File: src/rtl/data_tap_sink.sv
// Purpose: samples tapped core bits and timestamps each value change; records are queued for a trace consumer.
// Latency: a tap_in change seen at edge E0 is written at E1; evt_valid rises the cycle after E1 (no fall-through).
// Backpressure: evt_valid/evt_ready drain; when the queue is full, new records are dropped and counted, and the next kept record is flagged ovf.
module data_tap_sink #(
  parameter int TAP_W = 2,
  parameter int TS_W  = 14,
  parameter int DEPTH = 8
) (
  input  logic                  clock,
  input  logic                  reset_n,
  input  logic                  enable,
  input  logic [TAP_W-1:0]      tap_in,
  output logic                  evt_valid,
  input  logic                  evt_ready,
  output logic [TS_W+TAP_W:0]   evt_data,
  output logic [7:0]            drop_cnt
);

  localparam int AW = $clog2(DEPTH);
  localparam int RW = 1 + TS_W + TAP_W;
  localparam logic [AW:0]   PTR_ONE  = 1;
  localparam logic [TS_W-1:0] TS_ONE = 1;
  localparam logic [7:0]    DROP_MAX = 8'hFF;
  localparam logic [7:0]    DROP_ONE = 8'h01;

  typedef logic [RW-1:0] rec_t;

  logic [TAP_W-1:0] tap_q;
  logic [TAP_W-1:0] tap_prev;
  logic             enable_q;
  logic [TS_W-1:0]  ts;
  logic             ovf_pend;
  logic [AW:0]      wr_ptr;
  logic [AW:0]      rd_ptr;
  rec_t             mem [DEPTH];

  logic             sync_evt;
  logic             chg_evt;
  logic             push_req;
  logic             push_ok;
  logic             push_fail;
  logic             pop;
  logic             empty;
  logic             full;
  logic [7:0]       drop_base;
  rec_t             push_rec;

  // Event detection, queue status and the record that would be written this cycle
  always_comb begin
    sync_evt  = enable && !enable_q;
    chg_evt   = enable && enable_q && (tap_q != tap_prev);
    push_req  = sync_evt || chg_evt;
    empty     = (wr_ptr == rd_ptr);
    full      = (wr_ptr[AW] != rd_ptr[AW]) && (wr_ptr[AW-1:0] == rd_ptr[AW-1:0]);
    pop       = !empty && evt_ready;
    // A full queue still accepts a record when the head leaves in the same cycle
    push_ok   = push_req && (!full || pop);
    push_fail = push_req && !push_ok;
    // The sync cycle starts a fresh capture session: prior drops are forgotten
    drop_base = sync_evt ? 8'h00 : drop_cnt;
    push_rec  = {ovf_pend && !sync_evt, ts, tap_q};
    evt_valid = !empty;
    evt_data  = empty ? '0 : mem[rd_ptr[AW-1:0]];
  end

  // Input stage: single timing flop plus previous-value history, independent of enable
  always_ff @(posedge clock or negedge reset_n) begin
    if (!reset_n) begin
      tap_q    <= '0;
      tap_prev <= '0;
      enable_q <= 1'b0;
    end else begin
      tap_q    <= tap_in;
      tap_prev <= tap_q;
      enable_q <= enable;
    end
  end

  // Timestamp counts enabled cycles from 0 and wraps silently; parked at 0 while disabled
  always_ff @(posedge clock or negedge reset_n) begin
    if (!reset_n) begin
      ts <= '0;
    end else if (enable) begin
      ts <= ts + TS_ONE;
    end else begin
      ts <= '0;
    end
  end

  // Overflow flag and saturating drop counter track records lost to a full queue
  always_ff @(posedge clock or negedge reset_n) begin
    if (!reset_n) begin
      ovf_pend <= 1'b0;
      drop_cnt <= 8'h00;
    end else begin
      if (push_ok) begin
        ovf_pend <= 1'b0;
      end else if (push_fail) begin
        ovf_pend <= 1'b1;
      end
      if (push_fail) begin
        drop_cnt <= (drop_base == DROP_MAX) ? DROP_MAX : drop_base + DROP_ONE;
      end else if (sync_evt) begin
        drop_cnt <= 8'h00;
      end
    end
  end

  // Queue pointers carry an extra wrap bit so full and empty are distinguishable
  always_ff @(posedge clock or negedge reset_n) begin
    if (!reset_n) begin
      wr_ptr <= '0;
      rd_ptr <= '0;
    end else begin
      if (push_ok) begin
        wr_ptr <= wr_ptr + PTR_ONE;
      end
      if (pop) begin
        rd_ptr <= rd_ptr + PTR_ONE;
      end
    end
  end

  // Record storage; contents are only visible through evt_data when non-empty
  always_ff @(posedge clock) begin
    if (push_ok) begin
      mem[wr_ptr[AW-1:0]] <= push_rec;
    end
  end

endmodule

File: config.mk
export PLATFORM = sky130hd
export DESIGN_NAME = data_tap_sink
export DESIGN_NICKNAME = d
export VERILOG_FILES = /design/src/rtl/data_tap_sink.sv
export SDC_FILE = /design/constraint.sdc
export NUM_CORES = 1
export LEC_CHECK = 0
export CORE_ASPECT_RATIO = 0.5
export CORE_MARGIN = 2
export CORE_UTILIZATION = 45
export CTS_CLUSTER_DIAMETER = 200
export CTS_CLUSTER_SIZE = 30
export DETAILED_ROUTE_END_ITERATION = 8
export PLACE_DENSITY = 0.59
export SYNTH_ARGS = -nofsm -noshare
export SYNTH_HDL_FRONTEND = slang
export SYNTH_SLANG_ARGS = --single-unit
File: constraint.sdc
create_clock -name clock -period 5.62 [get_ports clock]
set_input_delay 1.124 -clock clock [delete_from_list [all_inputs] [get_ports clock]]
set_output_delay 1.124 -clock clock [all_outputs]
set_load 0.05 [all_outputs]
# ---- Word-level counts from Yosys, hierarchy flattened
# Memory sizes are Yosys's and may differ from the RTL's.
# Index checks and enable logic that the tools add are counted.
# W data, S select, Z words.
dict set report word_totals {
  memories 1
  reg_bits 36
  inputBits 6
  ramBits 136
  word_cells 43
}
# memory depth word_bits read_ports rd_ports_with_merged_regs write_ports line
set mem_list {}
lappend mem_list {mem 8 17 1 0 1 35} ;# rec_t mem [DEPTH];
dict set report classes {
  n_eq_ne 5
  n_reduce_logical 16
  addsub 4
  mux 9
}
# cell n
set op_table {}
lappend op_table {{$mux W8} 3}
lappend op_table {{$mux W17} 1}
lappend op_table {{$add A14 B1 Y14 const B} 1}
lappend op_table {{$mux W14} 1}
lappend op_table {{$add A4 B1 Y4 const B} 2}
lappend op_table {{$add A8 B1 Y8 const B} 1}
lappend op_table {{$eq A8 B8 Y1 const B} 1}
lappend op_table {{$logic_and A1 B1 Y1} 8}
lappend op_table {{$logic_not A1 Y1} 5}
lappend op_table {{$eq A4 B4 Y1} 1}
lappend op_table {{$mux W1} 4}
lappend op_table {{$eq A3 B3 Y1} 1}
lappend op_table {{$logic_or A1 B1 Y1} 2}
lappend op_table {{$ne A2 B2 Y1} 1}
lappend op_table {{$reduce_bool A2 Y1} 1}
lappend op_table {{$ne A1 B1 Y1} 1}

# ---- Logic depth before layout (Yosys ltp)
# Gate-level depths: netlist of the first run.
dict set report depth {
  ltp_word 9
  mapped_depth 8
}

# ---- Worst setup path after synthesis of the first run
# Ideal clock, no wire load.
dict set report synth_path {
  path_type {input to register}
  start {input port enable}
  end {memory mem[1][0] (netlist name), enable pin}
  setup_ns 0.441
  path_slack_ns 1.790
  arrival_ns 3.389
  path_stages 3
  cell_sequence {o31a_1 -> o21ai_1 -> nor4b_1}
}
dict set report synth_via {
  elab_chain_len 6
}
# item line
set synth_lines {}
lappend synth_lines {{from (decl)} 11} ;# input logic enable,
lappend synth_lines {{$logic_and A1 B1 Y1 (2 in series)} 51} ;# chg_evt = enable && enable_q && (tap_q != tap_prev);
lappend synth_lines {{$logic_or A1 B1 Y1 (*)} 52} ;# push_req = sync_evt || chg_evt;
lappend synth_lines {{$logic_and A1 B1 Y1 (*)} 57} ;# push_ok = push_req && (!full || pop);
lappend synth_lines {{$mux W1 (*)} 126} ;# if (push_ok) begin
lappend synth_lines {{$mux W1 (implied by the code) (*)} 127} ;# mem[wr_ptr[AW-1:0]] <= push_rec;
lappend synth_lines {{to (decl)} 35}
# Mark *: on every way between the ends. The rest lies on a longest branch, timed or not.

# ---- Worst setup path in the final report of the first run
dict set report layout_path {
  start {register wr_ptr[0]}
  end {output port evt_valid}
}
dict set report layout_via {
  elab_chain_len 2
}
# item line
set layout_lines {}
lappend layout_lines {{from (decl)} 33} ;# logic [AW:0] wr_ptr;
lappend layout_lines {{from (signal assigned)} 116} ;# wr_ptr <= wr_ptr + PTR_ONE;
lappend layout_lines {{$eq A4 B4 Y1} 53} ;# empty = (wr_ptr == rd_ptr);
lappend layout_lines {{$logic_not A1 Y1} 62} ;# evt_valid = !empty;
lappend layout_lines {{to (decl)} 13} ;# output logic evt_valid,
# No other way between the ends.

==> flow_metrics.tcl, run 1 <==
set metrics [dict create \
    finClkSkew_ns 0.0119 \
    synth_cell_type_count 39 \
    power.leakage_nw 2.85 \
    synth_mux_area_frac 0.138 \
    period_needed_ns 4.50 \
    grt-ovfl-total 0 \
    synthAdderAreaFrac 0.00545 \
    cts-root-buf "clkbuf_16" \
    nNetsFinal 441 \
    clk_pin_slew_ns 0.07 \
    drive_gt1_frac 0.207 \
    crit_start "wr_ptr[0]$_DFFE_PN0P_" \
    p_sw_frac 0.364 \
    hold_start "ovf_pend$_DFFE_PN0P_" \
    synth_top_area_frac 0.593 \
    yosys.area_share.simple 0.0709 \
    vias 3532 \
    synth_top_family_by_area "multiplexers" \
    fin_cells 643 \
    cp_cell_sequence "xor2_1 -> nor3_2 -> and2_1 -> inv_1 -> clkdlybuf4s50_1" \
    hpwl_mm 7.68 \
    grt_pass1_wl_mm 21.0 \
    die_h_um 91.5 \
    drt_wl_total_mm 13.4 \
    async_flop_share 0.209 \
    crit_fanout 18 \
    h-tree-depth 4 \
    drc 0 \
    pwr-share-clk 0.264 \
    synthTopCellsByArea "edfxtp_1, dfrtp_1, mux4_2" \
    cp_slowest_cell "and2_1" \
    synth_compound_area_frac 0.0144 \
    dieArea_sq_mm 0.0164 \
    grt_max_degree 38 \
    postCtsHoldBufs 0 \
    area_growth_pct 17.4 \
    setup_slack_ns 1.12 \
    ys_seq_area_frac 0.724 \
    cts_made_buffers 17 \
    setup_violations 0 \
    cap_viol_max_count 0 \
    hold_viol_final 0 \
    critical-path-max-stage-delay_ns 0.82 \
    tightest_slew_ns 0.963 \
    core_area_sq_mm 0.0147 \
    vias_per_cell 5.49 \
    start_kind "flip-flop" \
    grt_pass1_vias 3707 \
    status "complete, no violations" \
    die_w_um 179 \
    reg2reg_from "wr_ptr[0]$_DFFE_PN0P_" \
    final_antenna_net_count 0 \
    antenna_found_initial 0 \
    relSlewSlack 0.358 \
    post_cts_resized 0 \
    syn_inst 387 \
    fmax_ghz 0.222 \
    clkSinkCount 172 \
    postCtsSetupBuffers 0 \
    synthesis.nets 396 \
    seqPwrFrac 0.358 \
    worst_path_dominant_cell_family "simple AND/OR/NAND/NOR gates" \
    rsz0062_at_grt "false" \
    cp_data_arrival_time_ns 3.37 \
    dr.pass1.iters 4 \
    comb_power_share 0.379 \
    antenna_cells 0 \
    netSwitchingPower_mw 1.67 \
    clockBufferDepth 2 \
    vdd_drop_max_mv 0.260 \
    clkLatencyLatePin_ns 0.43 \
    power.density_mw_per_mm2 566 \
    synth_seq_cells 172 \
    drt_first_iter_violations 258 \
    wl_per_cell_um 20.8 \
    slew_violations 0 \
    initial_core_util 0.468 \
    io_buffers 31 \
    hold_path.class "reg -> reg" \
    required_ns 4.50 \
    period_share 0.800 \
    synth_ff_type "edfxtp_1" \
    critPathBufInv 2 \
    fill_cells 1113 \
    ios 32 \
    synth_enable_flop_cells 136 \
    syn_avg_cell_area_sq_um 17.8 \
    dp_slack_ns 1.54 \
    synthesis.area_sq_mm 0.00689 \
    dp.cells 611 \
    seq_area_sq_mm 0.00499 \
    synthXorXnorAreaFrac 0.0331 \
    num_rows 31 \
    multi_input_area_sq_mm 0.00184 \
    grt.total_usage 0.180 \
    ys_warn_count 0 \
    timing.setup.critical_path_class "reg -> out" \
    cts_tree "built" \
    end_kind "primary output" \
    yosys.area.top_type "edfxtp_1" \
    intPower_mw 2.91 \
    setup_tns_ns 0 \
    gp_congestion 0.826 \
]
## flip-flops by register name, indices dropped and copies added, names as in the netlist
signal and cells:
ts 14, mem 136, drop_cnt 8, rd_ptr 4, tap_q 2, tap_prev 2
wr_ptr 4, ovf_pend 1, enable_q 1
## through the flow
step	instance area, sq um	total power [mW]	hold slack (ns)	utilization
2_1_floorplan	6890	2.91	0.458	-
3_3_place_gp	7470	3.39	0.476	0.508
3_5_place_dp	7470	3.42	0.485	0.508
4_1_cts	8080	4.63	0.497	0.550
5_1_grt	8080	4.78	0.528	0.550
6_report	8080	4.58	0.497	0.550
## worst paths after layout
check | endpoint | slack (ns) | depth (start not counted)
max | evt_valid | 1.12 | 5
min in group asynchronous | ts[8]$_DFF_PN0_ | 0.81 | 1
min reg2reg | ovf_pend$_DFFE_PN0P_ | 0.50 | 2
min | ovf_pend$_DFFE_PN0P_ | 0.50 | 2
max in group asynchronous | rd_ptr[0]$_DFFE_PN0P_ | 4.19 | 1
max reg2reg | rd_ptr[1]$_DFFE_PN0P_ | 2.83 | 6
## logic make-up after synthesis
family,count (synthesis)
multiplexers,52
XOR/XNOR,26
flip-flops,172
AND/OR/NAND/NOR,98
adder cells (fa/ha/maj),3
AO/OA/AOI/OAI,16
buffers and inverters,20
## power by group through the flow
stage	Combinational, mW	Clock, mW	Sequential, mW
2_1_floorplan	1.28	0	1.63
3_3_place_gp	1.74	0	1.65
3_5_place_dp	1.76	0	1.66
4_1_cts	1.77	1.23	1.64
5_1_grt	1.85	1.28	1.65
6_report	1.73	1.21	1.64
## worst min-delay path, delay by kind of cell (launching register included)
family / cells / cell delay, ns
and+or+nand+nor: 2 / 0.12
DFF: 1 / 0.34
## placed cells by master (no fill, tap or decap), drive strengths merged, types with 10 or more instances in the layout
cell	n
nand3	15
inv	10
buf	12
mux2i	17
clkbuf	17
mux4	34
xor2	16
nor2	39
nand2	17
dfrtp	36
xnor2	10
clkdlybuf4s50	30
edfxtp	136
## cell type report
type | count | area share
Clock buffer | 17 | 0.0526
Timing Repair Buffer | 42 | 0.0480
Multi-Input combinational cell | 195 | 0.227
Inverter | 4 | 0.00186
Tap cell | 198 | 0.0307
Sequential cell | 172 | 0.617
Clock inverter | 15 | 0.0226
## synth_stat cells (all sizes together), types with 2 or more instances
cell type	number
edfxtp	136
nor2	39
dfrtp	36
mux4	34
mux2i	17
nand2	17
xor2	16
nand3	15
buf	12
xnor2	10
nor3	6
o21ai	5
a21oi	4
clkbuf	4
inv	4
and2	3
and3	3
ha	3
nand4	3
nor4	3
nor4b	3
a31oi	2
nor3b	2
or3	2
## metal layers
layer  wire (um)  GRT usage  up-vias
li1            -          -     1584
met1        5950      0.243     1839
met2        6520      0.282       96
met3         792     0.0482       13
met4         139     0.0644        0
met5           0          0        -
Power figures use the tool's default switching activity.
==> run 2, diff against run 1 <==
==> constraint.sdc (replaced) <==
create_clock -name clock -period 4.7 [get_ports clock]
set_input_delay 0.94 -clock clock [delete_from_list [all_inputs] [get_ports clock]]
set_output_delay 0.94 -clock clock [all_outputs]
set_load 0.05 [all_outputs]
==> run 2 against run 1 <==
Compared with the run above:
- critical path depth increased by 1
- worst setup slack worse by 0.28 ns
- non-clock buffer count is 2 higher
- die area did not move
- register-to-register slack lost 0.80 ns
- combinational power grew 20%
- sequential power increased by 20%
- sequential share of layout area about the same
- via count grew 0.17%
==> flow_metrics.tcl, run 2 (synthesis gave the netlist of run 1 again) <==
set metrics [dict create \
    hold_viol_final 0 \
    h-tree-depth 4 \
    grt_pass1_vias 3675 \
    seq_area_sq_mm 0.00499 \
    drive_gt1_frac 0.206 \
    power.density_mw_per_mm2 671 \
    fin_cells 645 \
    grt-ovfl-total 0 \
    antenna_found_initial 0 \
    vias 3538 \
    start_kind "flip-flop" \
    vias_per_cell 5.49 \
    cp_slowest_cell "clkdlybuf4s50_1" \
    cts_tree "built" \
    grt_max_degree 38 \
    required_ns 3.76 \
    period_share 0.821 \
    setup_violations 0 \
    area_growth_pct 17.3 \
    cp_cell_sequence "xor2_1 -> nor3_2 -> and2_1 -> buf_4 -> inv_1 -> clkdlybuf4s50_1" \
    wl_per_cell_um 20.5 \
    netSwitchingPower_mw 1.98 \
    die_w_um 179 \
    drt_wl_total_mm 13.2 \
    cts_made_buffers 17 \
    hold_path.class "reg -> reg" \
    postCtsHoldBufs 0 \
    end_kind "primary output" \
    tightest_slew_ns 0.865 \
    fill_cells 1119 \
    p_sw_frac 0.365 \
    grt.total_usage 0.178 \
    largest_register_ffs 136 \
    cap_viol_max_count 0 \
    grt_pass1_wl_mm 21.0 \
    critPathBufInv 3 \
    layout_common_cells "edfxtp_1, nor2_1, dfrtp_1, mux4_2, clkdlybuf4s50_1" \
    postCtsSetupBuffers 0 \
    rsz0062_at_grt "false" \
    num_rows 31 \
    post_cts_resized 0 \
    hold_ws_ns 0.494 \
    slew_violations 0 \
    pwr-share-clk 0.256 \
    gp_congestion 0.764 \
    clkSinkCount 172 \
    period_needed_ns 3.86 \
    clk_pin_slew_ns 0.06 \
    finClkSkew_ns 0.0123 \
    ios 32 \
    layout_commonest_cell "edfxtp_1" \
    critical-path-max-stage-delay_ns 0.74 \
    vdd_drop_max_mv 0.355 \
    worst_path_dominant_cell_family "buffers and inverters" \
    intPower_mw 3.44 \
    core_area_sq_mm 0.0147 \
    clkLatencyLatePin_ns 0.42 \
    die_h_um 91.5 \
    relSlewSlack 0.423 \
    dieArea_sq_mm 0.0164 \
    clockBufferDepth 2 \
    placed_area_sq_mm 0.00749 \
    crit_fanout 18 \
    drc 0 \
    comb_power_share 0.383 \
    nNetsFinal 443 \
    dr.pass1.iters 4 \
    dp.cells 613 \
    final_antenna_net_count 0 \
    hpwl_mm 7.69 \
    cp_data_arrival_time_ns 2.92 \
    power.leakage_nw 2.84 \
    setup_tns_ns 0 \
    drt_first_iter_violations 287 \
    fmax_ghz 0.259 \
    timing.setup.critical_path_class "reg -> out" \
    cts-root-buf "clkbuf_16" \
    status "complete, no violations" \
    io_buffers 31 \
    initial_core_util 0.468 \
    seqPwrFrac 0.361 \
    multi_input_area_sq_mm 0.00184 \
    fin_area_sq_mm 0.00808 \
    antenna_cells 0 \
]
[run 2: cell types whose count changed in the layout (fill, tap and decap cells not counted), sizes merged]
cell	previous run	this run
buf	12	14
bufinv	3	2
clkbuf	17	19
clkinv	6	3
clkinvlp	0	1
inv	10	11
[run 2: worst register-to-register path, stage by stage, from the launching register on]
cell     delay, ns
dfrtp_1       0.54
xor2_1        0.26
or3_4         0.44
o21ai_1       0.60
nor2_2        0.25
buf_4         0.30
[run 2: power by group through the flow]
stage / Combinational [mW] / Clock, mW / Sequential (mW)
2_1_floorplan: 1.53 / 0 / 1.95
3_3_place_gp: 2.10 / 0 / 1.98
3_5_place_dp: 2.11 / 0 / 1.99
4_1_cts: 2.11 / 1.42 / 1.96
5_1_grt: 2.22 / 1.48 / 1.98
6_report: 2.08 / 1.39 / 1.96
[run 2: routing by layer]
layer,part of all wire,vias up,GRT usage
li1,-,1599,-
met2,0.47,66,0.260
met4,0.0026,0,0.0467
met1,0.49,1867,0.266
met3,0.037,6,0.0440
met5,0,-,0
[run 2: path summary, 6_finish.rpt]
path	start	endpoint	slack, ns	cells past startpoint
min in group asynchronous	reset_n	ts[8]$_DFF_PN0_	0.62	1
min reg2reg	ovf_pend$_DFFE_PN0P_	ovf_pend$_DFFE_PN0P_	0.49	2
max reg2reg	wr_ptr[0]$_DFFE_PN0P_	mem[7][6]$_DFFE_PP_	2.03	5
max	wr_ptr[0]$_DFFE_PN0P_	evt_valid	0.84	6
max in group asynchronous	reset_n	rd_ptr[0]$_DFFE_PN0P_	3.47	1
min	ovf_pend$_DFFE_PN0P_	ovf_pend$_DFFE_PN0P_	0.49	2
[run 2: layout make-up]
type                            instances  area share
Inverter                                4     0.00186
Clock buffer                           19      0.0536
Tap cell                              198      0.0307
Clock inverter                         13      0.0191
Sequential cell                       172       0.617
Timing Repair Buffer                   44      0.0499
Multi-Input combinational cell        195       0.228
[run 2: stage by stage]
step	util	setup WS, ns	power [mW]
after detailed placement	0.509	1.23	4.10
final	0.549	0.840	5.42
after CTS	0.549	0.762	5.49
after global placement	0.509	1.23	4.08
after floorplan	-	1.05	3.47
after global routing	0.549	0.648	5.68
==> run 3, diff against run 2 <==
--- a/config.mk
+++ b/config.mk
@@ -11,7 +11,7 @@
 export CTS_CLUSTER_DIAMETER = 200
 export CTS_CLUSTER_SIZE = 30
 export DETAILED_ROUTE_END_ITERATION = 8
-export PLACE_DENSITY = 0.59
+export PLACE_DENSITY = 0.62
 export SYNTH_ARGS = -nofsm -noshare
 export SYNTH_HDL_FRONTEND = slang
 export SYNTH_SLANG_ARGS = --single-unit
==> constraint.sdc (replaced) <==
create_clock -name clock -period 3.3 [get_ports clock]
set_input_delay 0.66 -clock clock [delete_from_list [all_inputs] [get_ports clock]]
set_output_delay 0.66 -clock clock [all_outputs]
set_load 0.05 [all_outputs]
==> run 3 against run 2 <==
Compared with the run above:
- flip-flop and latch count stayed put
- sequential power is 43% higher
- total power is 41% higher
- wire length down 1.2%
- register-to-register slack got worse by 1.2 ns
- count of clock-buffer cells in the layout down 1
- sequential share of layout area fell by 0.12 points
- first-iteration DRC count is 10% lower
- global-route usage about the same
- design area is 0.20% higher
- clock power rose by 40%
- critical endpoint unchanged
- largest cell class unchanged
==> flow_metrics.tcl, run 3 (synthesis gave the netlist of run 1 again) <==
set metrics [dict create \
    status "complete, no violations" \
    vias_per_cell 5.44 \
    hold_ws_ns 0.355 \
    seq_area_sq_mm 0.00499 \
    slew_violations 0 \
    period_share 0.922 \
    postCtsHoldBufs 0 \
    fin_cells 649 \
    vdd_drop_max_mv 0.391 \
    cp_data_arrival_time_ns 2.38 \
    r2r_cells 6 \
    vias 3530 \
    area_growth_pct 17.5 \
    clkSinkCount 172 \
    finClkSkew_ns 0.0128 \
    grt_pass1_vias 3830 \
    die_w_um 179 \
    worst_path_dominant_cell_family "buffers and inverters" \
    grt.busiest_layer "met2" \
    multi_input_area_sq_mm 0.00184 \
    post_cts_resized 0 \
    num_rows 31 \
    met2_usage 0.290 \
    antenna_found_initial 0 \
    nNetsFinal 447 \
    cp.depth 6 \
    relSlewSlack 0.416 \
    reg2reg_slack_ns 0.85 \
    cp-endpoint "evt_valid" \
    reg2reg_to "mem[5][8]$_DFFE_PP_" \
    io_buffers 31 \
    fill_cells 1121 \
    pwr-share-clk 0.253 \
    cts-root-buf "clkbuf_16" \
    comb_power_share 0.380 \
    ios 32 \
    grt_use_met1 0.237 \
    hold_path.class "in -> async" \
    dieArea_sq_mm 0.0164 \
    setup_violations 0 \
    fin_area_sq_mm 0.00809 \
    hpwl_mm 8.26 \
    hold_viol_final 0 \
    grtUsageMet3 0.0469 \
    initial_core_util 0.468 \
    dp.cells 617 \
    period_needed_ns 3.04 \
    utilization 0.551 \
    cp_cell_sequence "xor2_1 -> nor3_2 -> and2_1 -> buf_4 -> inv_1 -> buf_4" \
    placed_area_sq_mm 0.00750 \
    clockBufferDepth 2 \
    reg2reg_from "wr_ptr[0]$_DFFE_PN0P_" \
    layout_commonest_cell "edfxtp_1" \
    grt_max_degree 37 \
    setup_tns_ns 0 \
    path_common_cell "buf_4" \
    power.density_mw_per_mm2 944 \
    grt_pass1_wl_mm 21.3 \
    critical-path-max-stage-delay_ns 0.54 \
    cts_tree "built" \
    die_h_um 91.5 \
    netSwitchingPower_mw 2.89 \
    h-tree-depth 4 \
    layout_common_cells "edfxtp_1, nor2_1, dfrtp_1, mux4_2, buf_4" \
    fmax_ghz 0.329 \
    drc 0 \
    grt-ovfl-total 0 \
    clkLatencyLatePin_ns 0.42 \
    cap_viol_max_count 0 \
    postCtsSetupBuffers 0 \
    clk_pin_slew_ns 0.07 \
    grt.total_usage 0.178 \
    final_antenna_net_count 0 \
    end_kind "primary output" \
    crit_start "wr_ptr[0]$_DFFE_PN0P_" \
    p_sw_frac 0.378 \
    cts_made_buffers 17 \
    seqPwrFrac 0.366 \
    dr.pass1.iters 4 \
    drt_first_iter_violations 258 \
    rsz0062_at_grt "false" \
    timing.setup.critical_path_class "reg -> out" \
    crit_fanout 18 \
    core_area_sq_mm 0.0147 \
    cp_slowest_cell "dfrtp_1" \
    tightest_slew_ns 0.877 \
    antenna_cells 0 \
    wl_per_cell_um 20.1 \
    drive_gt1_frac 0.257 \
    required_ns 2.64 \
    critPathBufInv 3 \
    drt_wl_total_mm 13.0 \
    largest_register_ffs 136 \
    intPower_mw 4.75 \
    gp_congestion 0.826 \
    power.leakage_nw 2.88 \
    start_kind "flip-flop" \
]
[run 3: cell types whose count changed in the layout (fill, tap and decap cells not counted), moves of 2 or more]
cell and change:
buf_4 +20, inv_6 -3, clkdlybuf4s50_1 -18, clkinv_8 +3, clkbuf_1 -2, bufinv_16 -2, clkinvlp_4 +2, inv_8 +4
buf_12 +2, clkinv_4 -2
[run 3: power by group through the flow]
stage,Combinational (mW),Sequential [mW],Clock (mW)
after CTS,2.96,2.80,1.98
after floorplan,2.17,2.77,0
after global placement,2.93,2.83,0
final,2.91,2.80,1.94
after detailed placement,2.96,2.85,0
after global routing,3.10,2.83,2.07
[run 3: per-stage QoR]
| stage | total power [mW] | setup slack (ns) |
|---|---|---|
| after global routing | 8.00 | 0.0737 |
| final | 7.64 | 0.256 |
| after global placement | 5.76 | 0.473 |
| after floorplan | 4.95 | -0.105 |
| after detailed placement | 5.80 | 0.413 |
| after CTS | 7.74 | 0.221 |
[run 3: how the worst min path moves through the flow]
| stage | from | end | slack (ns) | depth (start not counted) |
|---|---|---|---|---|
| 2_1_floorplan | reset_n | drop_cnt[0]$_DFF_PN0_ | 0.36 | 0 |
| 3_3_place_gp | rd_ptr[3]$_DFFE_PN0P_ | rd_ptr[3]$_DFFE_PN0P_ | 0.48 | 1 |
| 3_5_place_dp | rd_ptr[3]$_DFFE_PN0P_ | rd_ptr[3]$_DFFE_PN0P_ | 0.49 | 1 |
| 4_1_cts | reset_n | ts[8]$_DFF_PN0_ | 0.37 | 1 |
| 5_1_grt | reset_n | ts[8]$_DFF_PN0_ | 0.42 | 1 |
| 6_report | reset_n | ts[8]$_DFF_PN0_ | 0.35 | 1 |
[run 3: worst reg2reg max path, cell delays in order, from the launching register on]
cell     delay, ns
dfrtp_1       0.62
xor2_1        0.27
nor3_2        0.12
a21oi_1       0.27
nand2_1       0.18
nor3b_2       0.47
buf_12        0.22
[run 3: area by class of cell]
type,instances,area share
sequential,172,0.616
multi-input combinational,195,0.227
clock buffer,18,0.0543
timing repair buffer,48,0.0510
tap,198,0.0306
clock inverter,14,0.0190
inverter,4,0.00186
[run 3: routing by layer]
layer | vias to the layer above | part of all wire
met3 | 4 | 0.036
met2 | 74 | 0.50
li1 | 1597 | -
met1 | 1855 | 0.45
met5 | - | 0
met4 | 0 | 0.0072
